--- src/rtl/vec_pkg.sv ---
// Shared encodings and instruction field layout for the vector issue sequencer.
package vec_pkg;

  typedef enum logic {
    IDLE  = 1'b0,
    ISSUE = 1'b1
  } seq_state_e;

  localparam int INSTR_W = 32;
  localparam int REG_W   = 5;

  localparam int OP_HI = 31;
  localparam int OP_LO = 27;
  localparam int RS_HI = 26;
  localparam int RS_LO = 22;
  localparam int RT_HI = 21;
  localparam int RT_LO = 17;
  localparam int RD_HI = 16;
  localparam int RD_LO = 12;

  localparam int MAX_VL_DEF    = 8;
  localparam int VL_W_DEF      = 4;
  localparam int BCAST_BIT_DEF = 11;

  // Register numbers wrap modulo 32, so r31 + 1 lands on r0.
  function automatic logic [REG_W-1:0] reg_add(input logic [REG_W-1:0] r,
                                               input logic [REG_W-1:0] off);
    logic [REG_W-1:0] sum;
    sum = r + off;
    return sum;
  endfunction

endpackage

--- src/rtl/vec_field_rewrite.sv ---
// Offsets the rs/rt/rd fields of an instruction by an element index.
// Purely combinational so a future vector hazard unit can reuse it to
// predict the registers touched by upcoming micro-ops.
module vec_field_rewrite
  import vec_pkg::*;
#(
  parameter int VL_W = VL_W_DEF
) (
  input  logic [INSTR_W-1:0] instr,
  input  logic [VL_W-1:0]    elem,
  input  logic               bcast,
  output logic [INSTR_W-1:0] uop
);

  logic [REG_W-1:0] off;

  // Copy every field, then replace the three register specifiers.
  always_comb begin
    off = REG_W'(elem);
    uop = instr;
    uop[RS_HI:RS_LO] = bcast ? instr[RS_HI:RS_LO] : reg_add(instr[RS_HI:RS_LO], off);
    uop[RT_HI:RT_LO] = reg_add(instr[RT_HI:RT_LO], off);
    uop[RD_HI:RD_LO] = reg_add(instr[RD_HI:RD_LO], off);
  end

endmodule

--- src/rtl/vec_issue_seq.sv ---
// Vector issue sequencer sitting between IF/ID and the ID-stage decode.
// Expands a vector instruction into vl scalar micro-ops, one per cycle.
//
//   state | meaning
//   ------+---------------------------------------------------------------
//   IDLE  | scalar pass-through; waiting for a vector instr with vl != 0
//   ISSUE | emitting micro-ops of the captured instr, uop_elem = element
module vec_issue_seq
  import vec_pkg::*;
#(
  parameter int MAX_VL    = MAX_VL_DEF,
  parameter int VL_W      = VL_W_DEF,
  parameter int BCAST_BIT = BCAST_BIT_DEF
) (
  input  logic               clk,
  input  logic               reset,
  input  logic [INSTR_W-1:0] id_instr,
  input  logic               id_is_vec,
  input  logic               hazard_stall,
  input  logic               flush,
  input  logic               vl_wr,
  input  logic [VL_W-1:0]    vl_wdata,
  output logic               seq_stall,
  output logic               uop_valid,
  output logic [INSTR_W-1:0] uop_instr,
  output logic [VL_W-1:0]    uop_elem,
  output logic               uop_last,
  output logic [VL_W-1:0]    vl,
  output logic               busy
);

  localparam logic [VL_W-1:0] MAX_VL_V = VL_W'(MAX_VL);
  localparam logic [VL_W-1:0] ONE_V    = VL_W'(1);

  seq_state_e         state_q;
  logic [INSTR_W-1:0] vinstr_q;
  logic [VL_W-1:0]    vlen_q;

  logic               idle;
  logic               start;
  logic [INSTR_W-1:0] rw_src;
  logic [VL_W-1:0]    rw_elem;
  logic [VL_W-1:0]    rw_len;
  logic               rw_last;
  logic [INSTR_W-1:0] rw_uop;

  // The rewriter always computes the *next* micro-op: element 0 of the
  // instruction in ID while idle, otherwise element+1 of the held copy.
  always_comb begin
    idle    = (state_q == IDLE);
    start   = idle && id_is_vec && (vl != '0) && !hazard_stall && !flush;
    rw_src  = idle ? id_instr : vinstr_q;
    rw_elem = idle ? '0 : (uop_elem + ONE_V);
    rw_len  = idle ? vl : vlen_q;
    rw_last = (rw_elem == (rw_len - ONE_V));
  end

  vec_field_rewrite #(
    .VL_W (VL_W)
  ) u_rewrite (
    .instr (rw_src),
    .elem  (rw_elem),
    .bcast (rw_src[BCAST_BIT]),
    .uop   (rw_uop)
  );

  // Fetch is held for the whole sequence except the last element, which
  // lets IF/ID advance on the same edge the sequencer drops back to idle.
  always_comb begin
    seq_stall = 1'b0;
    if (!reset && !flush) begin
      if (idle)
        seq_stall = id_is_vec && (vl != '0);
      else
        seq_stall = !(uop_last && !hazard_stall);
    end
  end

  assign busy = (state_q == ISSUE);

  // Sequencer FSM with registered micro-op outputs.
  always_ff @(posedge clk) begin
    if (reset) begin
      state_q   <= IDLE;
      vinstr_q  <= '0;
      vlen_q    <= '0;
      uop_valid <= 1'b0;
      uop_instr <= '0;
      uop_elem  <= '0;
      uop_last  <= 1'b0;
    end else if (flush) begin
      state_q   <= IDLE;
      uop_valid <= 1'b0;
      uop_instr <= '0;
      uop_elem  <= '0;
      uop_last  <= 1'b0;
    end else begin
      case (state_q)
        IDLE: begin
          if (start) begin
            // vl sampled here is the pre-write value if vl_wr hits this edge.
            vinstr_q  <= id_instr;
            vlen_q    <= vl;
            state_q   <= ISSUE;
            uop_valid <= 1'b1;
            uop_instr <= rw_uop;
            uop_elem  <= '0;
            uop_last  <= rw_last;
          end
        end
        ISSUE: begin
          if (!hazard_stall) begin
            if (uop_last) begin
              state_q   <= IDLE;
              uop_valid <= 1'b0;
              uop_instr <= '0;
              uop_elem  <= '0;
              uop_last  <= 1'b0;
            end else begin
              uop_instr <= rw_uop;
              uop_elem  <= rw_elem;
              uop_last  <= rw_last;
            end
          end
        end
        default: begin
          state_q   <= IDLE;
          uop_valid <= 1'b0;
        end
      endcase
    end
  end

  // Architectural VL register, saturated to MAX_VL on write.
  always_ff @(posedge clk) begin
    if (reset)
      vl <= MAX_VL_V;
    else if (vl_wr)
      vl <= (vl_wdata > MAX_VL_V) ? MAX_VL_V : vl_wdata;
  end

endmodule

--- config.mk ---
export PLATFORM = sky130hd
export DESIGN_NAME = vec_issue_seq
export DESIGN_NICKNAME = d
export VERILOG_FILES = /design/src/rtl/vec_pkg.sv /design/src/rtl/vec_field_rewrite.sv /design/src/rtl/vec_issue_seq.sv
export SDC_FILE = /design/constraint.sdc
export NUM_CORES = 1
export LEC_CHECK = 0
export BUFFER_PORTS_ARGS = -buffer_cell sky130_fd_sc_hd__buf_2
export CORE_ASPECT_RATIO = 1.75
export CORE_MARGIN = 2
export CORE_UTILIZATION = 50
export CTS_BUF_LIST = sky130_fd_sc_hd__clkbuf_2 sky130_fd_sc_hd__clkbuf_4 sky130_fd_sc_hd__clkbuf_8
export DETAILED_ROUTE_END_ITERATION = 16
export GPL_ROUTABILITY_DRIVEN = 0
export GPL_TIMING_DRIVEN = 0
export PLACE_DENSITY = 0.74
export SLEW_MARGIN = 0
export SYNTH_ARGS = -nofsm -noshare
export SYNTH_HDL_FRONTEND = slang
export SYNTH_SLANG_ARGS = --single-unit
--- constraint.sdc ---
create_clock -name clk -period 6.8 [get_ports clk]
set_clock_uncertainty 0.15 [all_clocks]
set_input_delay 0.68 -clock clk [delete_from_list [all_inputs] [get_ports clk]]
set_output_delay 0.68 -clock clk [all_outputs]
set_load 0.05 [all_outputs]
# --- Word level (Yosys, flattened, before mapping) ---
# Index checks and enable logic that the tools add are counted.
word_totals:
  inputBits: 42
  register_bits: 79
  out_inout_bits: 44
  elab_cells: 63
classes:
  n_bitwise: 2
  eq_ne: 4
  mux: 27
  n_addsub: 5
  magnitude_cmp: 1
  n_reduce_logical: 16
ops:
  columns: ["operator", "count"]
  rows:
  - ["$mux W32", 4]
  - ["$pmux W32 S2", 1]
  - ["$mux W4", 6]
  - ["$add A5 B4 Y5", 3]
  - ["$mux W1", 11]
  - ["$pmux W4 S2", 1]
  - ["$logic_and A1 B1 Y1", 7]
  - ["$pmux W1 S2", 3]
  - ["$reduce_and A3 Y1", 2]
  - ["$mux W5", 1]
  - ["$add A4 B1 Y4 const B", 1]
  - ["$eq A4 B4 Y1", 1]
  - ["$gt A4 B4 Y1 const B", 1]
  - ["$logic_not A1 Y1", 4]
  - ["$ne A2 B2 Y1 const B", 2]
  - ["$reduce_bool A4 Y1", 1]
  - ["$sub A4 B1 Y4 const B", 1]
  - ["$ne A2 B1 Y1 const B", 1]
  - ["$not A1 Y1", 2]
  - ["$reduce_and A2 Y1", 1]
  - ["$reduce_or A2 Y1", 1]

# --- Logic depth before layout (Yosys ltp) ---
# Gate-level depths: netlist of run 1.
depth:
  depth_word: 7
  depth_mapped: 12
  ltp_nobuf: 10

# --- Cells and area by module ---
# From an unflattened synthesis of run 1, not the netlist that was laid out.
unflattened:
  hier_cells: 494
  hier_area_um2: 4101.4
by_module_without_submodules:
  columns: ["mod", "n_inst", "cells_each", "seq_area_each_um2", "area_per_inst_um2"]
  rows:
  - ["vec_issue_seq", 1, 420, 1581.5, 3503.4]
  - ["vec_field_rewrite", 1, 74, 0.0, 598.1]

# --- Worst setup path after synthesis of run 1 ---
# Ideal clock, no wire load.
synth_timing:
  path_kind: "register -> output"
  start: "register state_q, in the netlist busy"
  end: "output seq_stall"
  arrival_ns: 2.414
  path_stages_with_launch: 6
  required_time_ns: 5.970
  path_buffers: 3
  slack_ns: 3.556
  cell_sequence: "dfxtp_1 buf_6 clkbuf_1 clkbuf_1 o21ai_0 a21oi_1"
synth_via:
  elab_chain_len: 2
synth_lines:
  columns: ["element", "line_no", "text"]
  rows:
  - ["start: declaration", "vec_issue_seq.sv:35", "seq_state_e state_q;"]
  - ["start signal: assignment", "vec_issue_seq.sv:84", "state_q <= IDLE;"]
  - ["start signal: assignment", "vec_issue_seq.sv:92", "state_q <= IDLE;"]
  - ["start signal: assignment", "vec_issue_seq.sv:104", "state_q <= ISSUE;"]
  - ["$mux W1", "vec_issue_seq.sv:72", "if (idle)"]
  - ["$mux W1", "vec_issue_seq.sv:71", "if (!reset && !flush) begin"]
  - ["end: declaration", "vec_issue_seq.sv:23", "output logic seq_stall,"]
# No other way between the ends.

# --- Final worst setup path of run 1 ---
layout_timing:
  start: "register state_q, in the netlist busy"
  end: "register uop_instr[21]"
layout_via:
  elab_chain_len: 7
  elab_cells_between_ends: 15
  classes_between: "add/sub (1); eq/ne (2); mux (6); bitwise (1); reduce/logical (5)"
layout_lines:
  columns: ["element", "line_no", "text"]
  rows:
  - ["branches (longest 7 deep; another with $add A5 B4 Y5)", null, null]
  - ["end signal: assignment", "vec_issue_seq.sv:106", "uop_instr <= rw_uop;"]
  - ["end signal: assignment", "vec_issue_seq.sv:120", "uop_instr <= rw_uop;"]
  - ["end: declaration", "vec_issue_seq.sv:25", "output logic [INSTR_W-1:0] uop_instr,"]
# Parallel ways; which one is timed is not known. The select of a mux whose other input is x is not followed.
# A chain may end at the register's enable or synchronous reset.

==> metrics.txt, run 1 <==
status complete, no violations; Final min period roughly 3600 ps; Worst Hold Class reg2reg; Peak VDD IR between 100 and 150 uV; cell area after synthesis slightly below 4000 um^2; IO buf count 84; Longest Clk Path Bufs 2; CP Launch Type register; hold buffer count at CTS 0; MaxCap Viol Count 0; Synth Area in Compound Gates 0.1812; Vias between 3000 and 4000; # nets final 616; vias in the first global route about 3700; largest family of logic cells by synthesized area simple AND/OR/NAND/NOR gates; Synth Area in XOR/XNOR 0.03121; Setup TNS Final 0 ps; # DRC 0; H-tree depth 3; total track usage 0.2535; Multi-input gate area 2156 um^2; Diodes inserted 0; core area around 7600 um^2; Syn. warnings 0; DP HPWL a little under 8 mm; Sequential Power Share 0.458; post-CTS sizing 0; PwrDens approximately 220 nW/um^2; IO Pins 86; fillers 707; Worst EP required about 7000 ps; unrepaired setup endpoints after global routing false; worst slew margin relative to its limit 0.6034; Post-Synth Simple-Gate Area 0.2232; combinational cell fraction of total power 0.126; Fmax achieved 279.8 MHz; post-route ant nets 0; Largest delay share family, worst path buffers and inverters; die height ~120 um; clk_lat worst skew 380 ps; Slowest cell on crit path clkbuf_1; Cell variety after synth 47; ys async rst share 0; die footprint 8610 um^2; Clock transition at path regs 80 ps; grt ovf 0; syn avg cell area approximately 8.5 um^2; Pint 0.0007895 W; syn_nets 521; first-pass GRT wire length 17.08 mm; Net Sw Frac 0.2484; Tightest Pin Transition roughly 590 ps; crit end category register; Die W 71.01 um; path type of the worst setup path reg2reg; synthesis-stage register bit count between 70 and 80; Crit path arrival time about 3700 ps; clk root buf clkbuf_8; Max FO, Critical Path 10; P&R area growth vs syn 19.84%; initial core utilization 0.5156; adder-cell share of the synthesized area 0.05987; Setup Fix Bufs, Post-CTS 0; Seq/Total Area, Yosys 0.4025; Avg Vias per Cell 5.584; largest net degree at the start of global routing 13; Final Core Density 0.6179; final wirelength between 10 and 15 mm; Main synth FF type dfxtp_1; crit share post-route 0.5255; crit-path cells buf_6 -> clkbuf_1 -> clkbuf_1 -> nor2b_1 -> ha_1 -> inv_1 -> fa_1 -> nor2b_1 -> o21ai_0 -> a211oi_1 -> o21ai_0 -> a21oi_1; post-synthesis mux area share 0.05318; CTS tree done; Max Slew Vio Count 0; total CTS buffers 9; setup violators final 0; Switch Pwr around 0.00026 W; CP max stage delay 520 ps; DRT Pass-1 Iters 5; Post-Synthesis Cells 462; share of cells above drive strength 1 0.2424; endpoints failing hold 0; initial DRC count roughly 190; drt wl/cell ~16 um; Leakage Power between 1.5 and 2 nW; Post-synth EDFFs 0; antenna violations before repair 0; # rows 42; FF+latch area roughly 1600 um^2; Clk pwr share 0.416; # clock sinks 79; Buf+Inv Stages, Crit Path 4
==> path summary, 6_finish.rpt <==
check                  endpoint  slack, ps  cells past startpoint          start
setup / recovery  uop_instr[21]       3230                     12           busy
hold / removal    uop_instr[16]        300                      2  uop_instr[16]
setup reg to reg  uop_instr[21]       3230                     12           busy
hold reg to reg   uop_instr[16]        300                      2  uop_instr[16]
==> state kept, by name, summed over array words and instances, names as in the netlist <==
name,count
uop_valid,1
uop_instr,32
vl,4
busy,1
uop_last,1
vlen_q,4
vinstr_q,32
uop_elem,4
==> kinds of logic (layout without fill, tap and decap cells) <==
kind of cell | after synthesis | in the layout
xor+xnor | 14 | 14
mux | 19 | 19
fa+ha+maj | 17 | 17
flops | 79 | 79
buf+inv | 43 | 142
compound gates | 104 | 104
simple gates | 186 | 186
==> per-stage QoR <==
stage                     setup slack (ps)  std cells  area (um^2)  power [W]  hold WS, ps
after floorplan                       3556        462         3929  0.0005815        281.7
after global placement                3348        634         4459  0.0006203        288.6
after detailed placement              3339        634         4459  0.0006236        296.3
after CTS                             3268        649         4708   0.001051        307.6
after global routing                  3043        649         4708   0.001080        328.2
final                                 3226        649         4708   0.001050        304.1
==> layout by cell type (no fill, tap or decap), types with 3 or more instances in the layout <==
master and count:
a22oi_2 7, a21o_1 5, clkbuf_1 24, xnor2_1 8, mux2_2 15, nand3b_1 4, a21oi_1 52, inv_1 9
xor2_1 6, mux2i_1 4, o21ai_0 6, fa_1 3, nand3_1 4, buf_6 3, nor2_1 36, a311oi_1 17
buf_2 90, a22oi_1 3, and2_1 4, nor2b_1 24, nand2_1 82, dfxtp_1 79, ha_1 14, bufinv_16 3
clkbuf_8 11, nor3_1 18
==> cells in the mapped netlist, types with 2 or more instances <==
library cell / count / area [um^2]
a21o_1: 5 / 37.54
a211oi_1: 2 / 15.01
nand3b_1: 4 / 30.03
o21ai_0: 6 / 30.03
o211a_1: 2 / 20.02
mux2i_1: 4 / 40.04
clkbuf_1: 24 / 90.09
inv_1: 9 / 33.78
xor2_1: 6 / 52.55
nor3_1: 18 / 90.09
buf_2: 6 / 30.03
nor2_1: 36 / 135.1
nor2b_1: 24 / 150.1
a311oi_1: 17 / 148.9
a2bb2oi_1: 2 / 17.52
buf_6: 3 / 33.78
nand3_1: 4 / 20.02
xnor2_1: 8 / 70.07
and2_1: 4 / 25.02
dfxtp_1: 79 / 1582
nand2b_1: 2 / 12.51
a21oi_1: 52 / 260.3
fa_1: 3 / 60.06
a22oi_2: 7 / 87.58
nand2_1: 82 / 307.8
ha_1: 14 / 175.2
mux2_2: 15 / 168.9
a32o_1: 2 / 20.02
nor4b_1: 2 / 17.52
a22oi_1: 3 / 22.52
==> area by class of cell <==
| type | count | area share |
|---|---|---|
| buffer | 34 | 0.03348 |
| sequential | 79 | 0.3359 |
| clock buffer | 12 | 0.03375 |
| timing repair buffer | 84 | 0.08929 |
| tap | 88 | 0.02339 |
| clock inverter | 3 | 0.01913 |
| multi-input combinational | 340 | 0.4579 |
| inverter | 9 | 0.007175 |
==> layer usage <==
layer | GRT usage | routed length (um) | up-vias | part of all wire
met1 | 0.2762 | 3975 | 1704 | 0.38
met2 | 0.4597 | 5683 | 111 | 0.54
li1 | - | - | 1786 | -
met5 | 0 | 0 | - | 0
met4 | 0.1250 | 306 | 0 | 0.029
met3 | 0.04734 | 539 | 23 | 0.051
==> power by group through the flow <==
stage          Combinational (W)  Sequential, W  Clock, W
2_1_floorplan          0.0000722       0.000509         0
3_3_place_gp            0.000129       0.000492         0
3_5_place_dp            0.000131       0.000492         0
4_1_cts                 0.000132       0.000481  0.000438
5_1_grt                 0.000145       0.000483  0.000452
6_report                0.000132       0.000482  0.000437
==> tightest hold or removal path, cell delays in order (launching register included) <==
cell and delay (ps):
dfxtp_1 310, nand2_1 50, a21oi_1 50
(Power assumes the default switching activity.)
==> run 2, diff against run 1 <==
PLACE_DENSITY = 0.77   (was 0.74)
clock period = 3.2 ns   (was 6.8 ns; I/O delays follow)
==> metrics.txt, run 2 (synthesized netlist as in run 1, its figures left out) <==
status complete, no violations; hold path endpoint vinstr_q[30]; DP HPWL 7.930 mm (+0.51%); Longest Clk Path Bufs 2 (unchanged); Post-Place Worst Slack -277.3 ps (-3616 ps); worst hold path depth 3 (+1); MaxCap Viol Count 0 (unchanged); share of cells above drive strength 1 0.2513 (+0.008913); Final min period 3080 ps (-493.8 ps); reg-to-reg endpoint uop_instr[26]; top flop regs uop_instr x32, vinstr_q x32; largest net degree at the start of global routing 20 (+7); P&R area growth vs syn 19.52%; first-pass GRT wire length 16.88 mm (-1.2%); CTS tree done; Tightest Pin Transition 600.4 ps (+5.409 ps); Reg2Reg Launch Point busy; Final Core Density 0.6163 (-0.001642); worst setup margin 120.2 ps (-3106 ps); # rows 42 (unchanged); Max FO, Critical Path 19 (+9); vias in the first global route 3602 (-1.7%); # DRC 0 (unchanged); Worst Hold Class in2reg; clk_lat worst skew 370 ps (about the same); clk root buf clkbuf_8; Avg Vias per Cell 5.599 (+0.28%); setup violators final 0 (unchanged); r2r worst-path depth 10 (-2); drt wl/cell 16.28 um (+0.55%); Clock transition at path regs 80 ps (about the same); Worst EP required 3350 ps (-3610 ps); commonest non-fill, non-tap cell in the layout buf_2; Crit path arrival time 3230 ps (-510 ps); PwrDens 459.8 nW/um^2 (+110%); crit end category register; min-delay src id_instr[30]; Peak VDD IR 351.7 uV (+140%); Vias 3634 (+0.28%); post-route ant nets 0 (unchanged); die footprint 8610 um^2 (unchanged); crit share post-route 0.9624 (+0.4369); Leakage Power 1.919 nW (-0.27%); worst slew margin relative to its limit 0.5998 (-0.003606); IO buf count 84 (unchanged); initial DRC count 171 (-11%); DRT Pass-1 Iters 4 (-1); CP Launch Type register; Diodes inserted 0 (unchanged); grt ovf 0 (unchanged); reg-to-reg slack, setup 120 ps (-3110 ps); total CTS buffers 9 (unchanged); final wirelength 10.56 mm (+0.55%); antenna violations before repair 0 (unchanged); die height 121.3 um (unchanged); # nets final 615 (-0.16%); unrepaired setup endpoints after global routing false; H-tree depth 3 (unchanged); dpl cells 634 (unchanged); Die W 71.01 um (unchanged); total power 0.002159 W (+110%); path type of the worst setup path reg2reg; initial core utilization 0.5156 (unchanged); # clock sinks 79 (unchanged); Fmax achieved 324.7 MHz (+16%); Max Slew Vio Count 0 (unchanged); Setup Fix Bufs, Post-CTS 0 (unchanged); total track usage 0.2517 (-0.001849); final hold slack 42.36 ps (-261.7 ps); Final Non-Filler Cells 649 (unchanged); commonest non-fill, non-tap cells in the layout buf_2, nand2_1, dfxtp_1, a21oi_1, nor2_1; IO Pins 86 (unchanged); endpoints failing hold 0 (unchanged); core area 7620 um^2 (unchanged)
-- run 2: report_power, final --
| group | switching [W] | internal [W] |
|---|---|---|
| sequential | 0.0000159 | 0.00101 |
| clock | 0.000374 | 0.000480 |
| combinational | 0.000176 | 0.000105 |
-- run 2: worst max-delay path, stage by stage, from the launching register on --
cell and delay (ps):
dfxtp_1 350, buf_6 150, buf_2 410, mux2_2 410, ha_1 230, fa_1 410, a21o_1 190, a21oi_1 140
nor2_1 70, or3_1 350, a31oi_1 160
-- run 2: how the worst max path moves through the flow --
stage | to | from | slack (ps)
4_1_cts | uop_instr[21] | busy | 7
2_1_floorplan | uop_instr[16] | busy | 40
5_1_grt | uop_instr[26] | busy | 10
6_report | uop_instr[26] | busy | 120
3_5_place_dp | uop_instr[21] | busy | -280
3_3_place_gp | uop_instr[16] | busy | -210
-- run 2: timing repair --
action / 4_1_cts / 5_1_grt
hold buffers: 0 / 0
gates cloned: 0 / 0
resized for setup: 3 / 3
setup endpoints to repair: 3 / 2
-- run 2: layout make-up --
class,instances,area (um^2)
clock inverter,5,80.08
tap,88,110.1
multi-input combinational,340,2158
clock buffer,11,151.4
fill,677,2924
inverter,9,33.78
buffer,33,160.2
sequential,79,1582
timing repair buffer,84,420.4
-- run 2: stage by stage --
stage	setup TNS, ps	instance area (um^2)
floorplan	0	3929
global placement	-410.0	4459
detailed placement	-499.4	4459
CTS	0	4691
global route	0	4696
finish	0	4696
-- run 2: metal layers --
metal | global-route usage | wire length (um)
met3 | 0.04319 | 526
met2 | 0.4597 | 5688
met1 | 0.2711 | 4005
met5 | 0 | 0
met4 | 0.1297 | 342
